==> config.mk <==
export PLATFORM = sky130hd
export DESIGN_NAME = controller_flat
export DESIGN_NICKNAME = d
export VERILOG_FILES = /design/src/rtl/controller_pkg.sv /design/src/rtl/controller_if.sv /design/src/rtl/controller_phase_counter.sv /design/src/rtl/controller.sv /design/src/flat_wrapper.sv
export SDC_FILE = /design/constraint.sdc
export NUM_CORES = 1
export LEC_CHECK = 0
export CAP_MARGIN = 30
export CORE_AREA = 2 2 39 41
export CTS_CLUSTER_DIAMETER = 80
export DETAILED_ROUTE_END_ITERATION = 7
export DIE_AREA = 0 0 41 43
export DONT_BUFFER_PORTS = 1
export GPL_TIMING_DRIVEN = 0
export MAX_ROUTING_LAYER = met4
export SLEW_MARGIN = 30
export SYNTH_ARGS = -nofsm -noshare
export SYNTH_HDL_FRONTEND = slang
export SYNTH_SLANG_ARGS = --single-unit
==> constraint.sdc <==
create_clock -name clk -period 2.15 [get_ports clk]
set_clock_uncertainty 0.05 [all_clocks]
set_input_delay 0.645 -clock clk [delete_from_list [all_inputs] [get_ports clk]]
set_output_delay 0.645 -clock clk [all_outputs]
set_load 0.03 [all_outputs]
==> src/rtl/controller_pkg.sv <==
// Shared definitions for the instruction-sequencing controller:
// opcode and phase encodings plus a small opcode-class helper.
package controller_pkg;

  localparam int unsigned OPCODE_WIDTH = 3;
  localparam int unsigned PHASE_WIDTH  = 3;

  typedef enum logic [OPCODE_WIDTH-1:0] {
    OP_HLT = 3'b000,
    OP_SKZ = 3'b001,
    OP_ADD = 3'b010,
    OP_AND = 3'b011,
    OP_XOR = 3'b100,
    OP_LDA = 3'b101,
    OP_STO = 3'b110,
    OP_JMP = 3'b111
  } opcode_e;

  typedef enum logic [PHASE_WIDTH-1:0] {
    INST_ADDR  = 3'd0,
    INST_FETCH = 3'd1,
    INST_LOAD  = 3'd2,
    IDLE       = 3'd3,
    OP_ADDR    = 3'd4,
    OP_FETCH   = 3'd5,
    ALU_OP     = 3'd6,
    STORE      = 3'd7
  } phase_e;

  // Instructions that read an operand from memory into the accumulator.
  function automatic logic is_aluop(opcode_e op);
    return (op == OP_ADD) || (op == OP_AND) || (op == OP_XOR) || (op == OP_LDA);
  endfunction

endpackage

==> src/rtl/controller_if.sv <==
// Controller <-> datapath strobe bundle. The master side is the
// controller; the slave side is the datapath that supplies opcode/zero.
interface controller_if;
  import controller_pkg::*;

  logic [OPCODE_WIDTH-1:0] opcode;
  logic                    zero;
  logic                    sel;
  logic                    rd;
  logic                    wr;
  logic                    ld_ir;
  logic                    ld_ac;
  logic                    inc_pc;
  logic                    ld_pc;
  logic                    data_e;
  logic                    halt;
  logic [PHASE_WIDTH-1:0]  phase;

  modport master (
    input  opcode, zero,
    output sel, rd, wr, ld_ir, ld_ac, inc_pc, ld_pc, data_e, halt, phase
  );

  modport slave (
    output opcode, zero,
    input  sel, rd, wr, ld_ir, ld_ac, inc_pc, ld_pc, data_e, halt, phase
  );

endinterface

==> src/rtl/controller_phase_counter.sv <==
// Eight-phase instruction cycle counter; wraps STORE -> INST_ADDR and
// holds its value while enable is low.
module controller_phase_counter
  import controller_pkg::*;
(
  input  logic   clk,
  input  logic   rst,
  input  logic   en,
  output phase_e phase_o
);

  phase_e state_q, state_d;

  always_ff @(posedge clk or negedge rst) begin
    if (!rst) state_q <= INST_ADDR;
    else      state_q <= state_d;
  end

  always_comb begin
    state_d = state_q;
    if (en) state_d = phase_e'(state_q + 3'd1);
  end

  assign phase_o = state_q;

endmodule

==> src/rtl/controller.sv <==
// RISC CPU instruction sequencer: steps the phase counter, decodes
// phase/opcode/zero into datapath strobes and holds a sticky halt.
module controller
  import controller_pkg::*;
(
  input  logic         clk,
  input  logic         rst,
  controller_if.master bus
);

  phase_e  phase_q;
  opcode_e op;
  logic    alu;
  logic    halted_q, halted_d;
  logic    count_en;
  logic    hlt_now;

  logic sel, rd, wr, ld_ir, ld_ac, inc_pc, ld_pc, data_e, halt;

  assign op       = opcode_e'(bus.opcode);
  assign alu      = is_aluop(op);
  assign count_en = !halted_q;
  assign hlt_now  = (phase_q == OP_ADDR) && (op == OP_HLT);

  controller_phase_counter u_phase (
    .clk     (clk),
    .rst     (rst),
    .en      (count_en),
    .phase_o (phase_q)
  );

  // The counter still advances on the HLT edge, so a halted machine
  // parks in OP_FETCH.
  assign halted_d = halted_q | hlt_now;

  always_ff @(posedge clk or negedge rst) begin
    if (!rst) halted_q <= 1'b0;
    else      halted_q <= halted_d;
  end

  always_comb begin
    sel    = 1'b0;
    rd     = 1'b0;
    wr     = 1'b0;
    ld_ir  = 1'b0;
    ld_ac  = 1'b0;
    inc_pc = 1'b0;
    ld_pc  = 1'b0;
    data_e = 1'b0;
    halt   = halted_q;
    if (!halted_q) begin
      unique case (phase_q)
        INST_ADDR: begin
          sel = 1'b1;
        end
        INST_FETCH: begin
          sel = 1'b1;
          rd  = 1'b1;
        end
        INST_LOAD, IDLE: begin
          sel   = 1'b1;
          rd    = 1'b1;
          ld_ir = 1'b1;
        end
        OP_ADDR: begin
          inc_pc = 1'b1;
          halt   = hlt_now;
        end
        OP_FETCH: begin
          rd = alu;
        end
        ALU_OP: begin
          rd     = alu;
          inc_pc = (op == OP_SKZ) && bus.zero;
          ld_pc  = (op == OP_JMP);
          data_e = (op == OP_STO);
        end
        STORE: begin
          rd     = alu;
          ld_ac  = alu;
          ld_pc  = (op == OP_JMP);
          wr     = (op == OP_STO);
          data_e = (op == OP_STO);
        end
        default: ;
      endcase
    end
  end

  assign bus.sel    = sel;
  assign bus.rd     = rd;
  assign bus.wr     = wr;
  assign bus.ld_ir  = ld_ir;
  assign bus.ld_ac  = ld_ac;
  assign bus.inc_pc = inc_pc;
  assign bus.ld_pc  = ld_pc;
  assign bus.data_e = data_e;
  assign bus.halt   = halt;
  assign bus.phase  = phase_q;

endmodule

==> src/flat_wrapper.sv <==
// flat-port wrapper written by rule: the top's interface ports become plain ports
module controller_flat import controller_pkg::*;
  (clk, rst, bus_opcode, bus_zero, bus_sel, bus_rd, bus_wr, bus_ld_ir, bus_ld_ac, bus_inc_pc, bus_ld_pc, bus_data_e, bus_halt, bus_phase);
  controller_if bus_i ();
  input  logic clk;
  input  logic rst;
  input wire logic [$bits(bus_i.opcode)-1:0] bus_opcode;
  input wire logic [$bits(bus_i.zero)-1:0] bus_zero;
  output wire logic [$bits(bus_i.sel)-1:0] bus_sel;
  output wire logic [$bits(bus_i.rd)-1:0] bus_rd;
  output wire logic [$bits(bus_i.wr)-1:0] bus_wr;
  output wire logic [$bits(bus_i.ld_ir)-1:0] bus_ld_ir;
  output wire logic [$bits(bus_i.ld_ac)-1:0] bus_ld_ac;
  output wire logic [$bits(bus_i.inc_pc)-1:0] bus_inc_pc;
  output wire logic [$bits(bus_i.ld_pc)-1:0] bus_ld_pc;
  output wire logic [$bits(bus_i.data_e)-1:0] bus_data_e;
  output wire logic [$bits(bus_i.halt)-1:0] bus_halt;
  output wire logic [$bits(bus_i.phase)-1:0] bus_phase;
  assign bus_i.opcode = bus_opcode;
  assign bus_i.zero = bus_zero;
  assign bus_sel = bus_i.sel;
  assign bus_rd = bus_i.rd;
  assign bus_wr = bus_i.wr;
  assign bus_ld_ir = bus_i.ld_ir;
  assign bus_ld_ac = bus_i.ld_ac;
  assign bus_inc_pc = bus_i.inc_pc;
  assign bus_ld_pc = bus_i.ld_pc;
  assign bus_data_e = bus_i.data_e;
  assign bus_halt = bus_i.halt;
  assign bus_phase = bus_i.phase;
  controller u_core (.clk(clk), .rst(rst), .bus(bus_i));
endmodule
# Word level (Yosys, flattened, before mapping)
# Cells that the tools add are included.
[op_classes]
n_addsub = 1
n_mul = 0
div = 0
magnitude_cmp = 0
eq_ne = 14
shift = 0
muxes = 18
bitwise = 1
n_reduce_logical = 12
[op_table]
columns = ["operator", "count"]
rows = [
  ["$eq A3 B3 Y1 const B", 8],
  ["$mux W1", 16],
  ["$eq A3 B2 Y1 const B", 4],
  ["$eq A3 B1 Y1 const B", 2],
  ["$logic_not A3 Y1", 2],
  ["$reduce_or A3 Y1", 2],
  ["$pmux W1 S2", 2],
  ["$reduce_or A2 Y1", 2],
  ["$reduce_or A4 Y1", 1],
  ["$add A3 B1 Y3 const B", 1],
  ["$logic_or A1 B1 Y1", 3],
  ["$logic_and A1 B1 Y1", 2],
  ["$or A1 B1 Y1", 1],
]
[totals]
register_bits = 4
latchBits = 0
ramBits = 0
mem_bits_ro = 0
in_bits = 6
output_inout_bits = 12
mem_count = 0

# Logic depth before layout (Yosys ltp)
[depth]
word_depth = 6
ltp_mapped = 5
depth_no_buf = 5

# By module
# From an unflattened synthesis, not the netlist that was laid out.
[hier_totals]
hier_cells = 27
hier_area_um2 = 274.0
[modules_own_cells]
columns = ["module", "n_inst", "cells_each", "area_per_inst_um2", "seq_area_each_um2"]
rows = [
  ["controller", 1, 19, 150.1, 25.0],
  ["controller_phase_counter", 1, 8, 123.9, 75.1],
]

# Worst setup path before layout
# Ideal clock, no wire load.
[synth_timing]
path_type = "register -> output"
from = "register u_core.u_phase.state_q[0], in the netlist u_core.u_phase.phase_o[0]"
to = "output bus_rd"
t_arrival_ns = 1.764
required_ns = 1.455
path_slack_ns = -0.309
path_stages_with_launch = 6
n_path_buf = 0
cell_sequence = "dfrtp_1 ha_1 ha_1 nand2b_1 nor2_1 a211o_1"
[synth_via]
elab_chain_len = 4
word_cells_on_any_way = 10
[synth_lines]
columns = ["element", "line", "rtl"]
rows = [
  ["start: declaration", "controller_phase_counter.sv:12", "phase_e state_q, state_d;"],
  ["start signal: assignment", "controller_phase_counter.sv:16", "else state_q <= state_d;"],
  ["$eq A3 B3 Y1 (tied with other cells)", "controller.sv:52", "unique case (phase_q)"],
  ["$reduce_or A3 Y1 (no line)", "--", ""],
  ["$pmux W1 S2 *", "controller.sv:52", ""],
  ["$mux W1 *", "controller.sv:51", "if (!halted_q) begin"],
  ["end: declaration", "flat_wrapper.sv:10", "output wire logic [$bits(bus_i.rd)-1:0] bus_rd;"],
]
# Every way passes the cells marked *; elsewhere a longest branch is shown, timed or not.

# Worst setup path in the final report
[layout_timing]
from = "register u_core.u_phase.state_q[1], in the netlist u_core.u_phase.phase_o[1]"
to = "output bus_rd"
# Same word-level chain as after synthesis.

==> results.md <==
- Combinational Power Share: ~4%
- Placed Cells: 54
- Total Routing Usage GR: 9.834%
- Die Ht: 43 um
- Critical path peak fanout: 6
- Status: finished, violations left
- Top cell type's share of synthesized area: 30.42%
- CTS Sinks: 4
- Largest family of logic cells by synthesized area: adder cells
- Fin util: 36.17%
- Initial antenna violation count: 0
- Worst setup margin: -0.1442 ns
- Worst-Skew Late Latency: 0.23 ns
- Pin count of the biggest net entering global routing: 11
- Worst r2r src: u_core.u_phase.phase_o[1]
- Syn nets: 50
- Grt total ovfl: 0
- Most frequently used flop master after synthesis: dfrtp_1
- DRT iter0 DRCs: 1
- Slew of the pin with the lowest slew margin: 0.5490 ns
- Post-synth top cells: 6 x ha_1, 5 x nor2_1, 4 x dfrtp_1, 4 x inv_1, 4 x nor3_1
- H-tree depth: 1
- Antenna viol nets, final: 0
- Reg-to-reg endpoint: u_core.halted_q
- Dpl hpwl: around 550 um
- Layout Nets: 57
- Complex-gate fraction of the synthesized area: a little over a tenth
- Hold Vio Cnt, Final: 0
- Pre-antenna DRT Iters: 4
- Post-synthesis sequential area ratio: a little under a third
- CTS tree: yes
- Number of synthesized flops with an enable pin: 0
- Ys async rst share: 100.0%
- Critical path startpoint: u_core.u_phase.phase_o[1]
- Adder-Cell Fraction of Synth Area: 22.81%
- Vias per inst: 5.000
- WHS: just under 0.06 ns
- FF+latch count, synth: 4
- Synth unique cells: 15
- Psw: 32.96 uW
- Final max-slew violation count: 0
- Wire per inst: 13.02 um
- Max Clk Rate: 435.9 MHz
- Post-route cell area: around 500 um^2
- Rows: 14
- Area Growth Syn to Fin: 52.09%
- First-pass GRT wire length: about 1100 um
- Critical Path End Type: output port
- IO Count: 18
- Layout cell share with drive strength beyond 1: ~53%
- Sw Share: 19.04%
- Buffers on Ports: 0
- Post-Synthesis Cells: 38
- RSZ-0062 raised after global routing: true
- Root Buffer: clkbuf_4
- Worst EP arrival: 1.60 ns
- Clock share of power: 52.3%
- Die area: 0.001763 mm^2
- Internal power: approximately 140 uW
- Post-DP Area: approximately 370 um^2
- Total power draw: about 170 uW
- Multiplexer share of the synthesized area: 3.422%
- Max clock buf depth: 2
- Fillers: ~140
- Drt drc: 0
- Worst hold path class: in -> async
- Mapped Area: 329.1 um^2
- Synth Area in Simple Gates: between 20% and 30%
- Vias in the first global route: about 280
- Critical path endpoint: bus_rd
- Reg-to-reg slack, setup: 0.78 ns
- Failing checks: negative setup slack
- Reg power frac: 43.7%
- Count leader, synth: ha_1
- Synth area leaders: dfrtp_1 30%, ha_1 23%, nor3_1 6.1%
- Setup violators final: 4
- Worst-case vdd ir drop: 292.6 uV
- Starting Density: 23.78%
- Leakage: 0.0001947 uW
- Final Critical Period: roughly 2.3 ns
- Ys Warns: 0
- Biggest area consumer among synthesized cells: dfrtp_1
- Ant diodes: 0
- Type of origin of the critical path: flip-flop
- Hold_buf cts: 0
- Fin cells: 59
- Core Box Area: 0.001384 mm^2
- Die Wd: 41 um
- Max transition margin: a little over three fifths
- Crit Path Class: reg -> out
- PwrDens: approximately 350 mW/mm^2
- Syn Area/Cell: 8.660 um^2
- Critical path required time: roughly 1.5 ns
- GP Congestion: 0.5983
- Num CTS Buffers: 3
- Post-Synth XOR/XNOR Area: under 10%
- Vias: 295
- Final period utilization: 106.7%
- Max-cap viol count: 0
- Final WL: 768 um
- Reg clk slew, reported paths: 0.04 ns
- Worst r2r path cells: 4
## critical path, cell delays in order, from the launching register on
cell and delay (ns):
dfrtp_2 0.51, ha_4 0.22, ha_4 0.16, nand2b_4 0.08, nor2_4 0.07, a211o_4 0.33
## per-stage QoR
| stage | TNS (ns) | setup WS, ns |
|---|---|---|
| final | -0.3297 | -0.1442 |
| after detailed placement | -0.4572 | -0.2721 |
| after global routing | -0.7470 | -0.2036 |
| after floorplan | -0.1652 | -0.1652 |
| after CTS | -0.4813 | -0.1590 |
| after global placement | -0.4419 | -0.2690 |
## power by group through the flow
stage,Clock (uW),Combinational (uW),Sequential [uW]
4_1_cts,97.1,6.67,75.7
6_report,90.5,6.90,75.7
2_1_floorplan,0,4.41,76.7
5_1_grt,100,7.58,75.6
3_3_place_gp,0,4.96,76.7
3_5_place_dp,0,4.94,76.7
## worst min path at each step
stage                     from                         to  slack (ns)  depth (start not counted)
after floorplan            rst            u_core.halted_q        0.30                          0
after CTS                  rst  u_core.u_phase.phase_o[0]        0.05                          0
final                      rst  u_core.u_phase.phase_o[0]        0.06                          0
after global placement     rst            u_core.halted_q        0.30                          0
after detailed placement   rst  u_core.u_phase.phase_o[0]        0.30                          0
after global routing       rst  u_core.u_phase.phase_o[0]        0.04                          0
## repair_timing
action | 4_1_cts | 5_1_grt
pin swaps | 6 | 3
cloned | 0 | 0
setup endpoints to repair | 8 | 7
gates resized for setup | 20 | 2
buffers inserted | 2 | 0
## metal layers
metal / up-vias / part of all wire (%) / global-route usage, %
met5: - / 0 / -
met4: 0 / 0 / 6.000
li1: 141 / - / -
met1: 134 / 37 / 10.49
met3: 0 / 17 / 4.188
met2: 20 / 47 / 14.37
## state kept, by name, summed over array words and instances, names as in the netlist
signal	cells
u_core.u_phase.phase_o	3
u_core.halted_q	1
## cells in the final DEF, fill, tap and decap left out, types with 3 or more instances in the layout
cell,instances
ha_1,4
nor2_1,3
clkbuf_4,3
nor3_4,3
nand3_1,3
dfrtp_2,3
## final cells by class
class	instances	area (um^2)	area share (%)
Multi-Input combinational cell	29	312.8	62.50
Inverter	4	15.01	3.000
Buffer	1	7.507	1.500
Tap cell	16	20.02	4.000
Clock buffer	3	22.52	4.500
Timing Repair Buffer	2	18.77	3.750
Sequential cell	4	103.9	20.75
## cell families (layout without fill, tap and decap cells)
logic type,after synthesis,count (layout)
AND/OR/NAND/NOR,15,15
adder cells (fa/ha/maj),6,6
AO/OA/AOI/OAI,5,5
buffers and inverters,5,10
flip-flops,4,4
XOR/XNOR,2,2
multiplexers,1,1
Note: power is estimated with default switching activity, not from simulation.
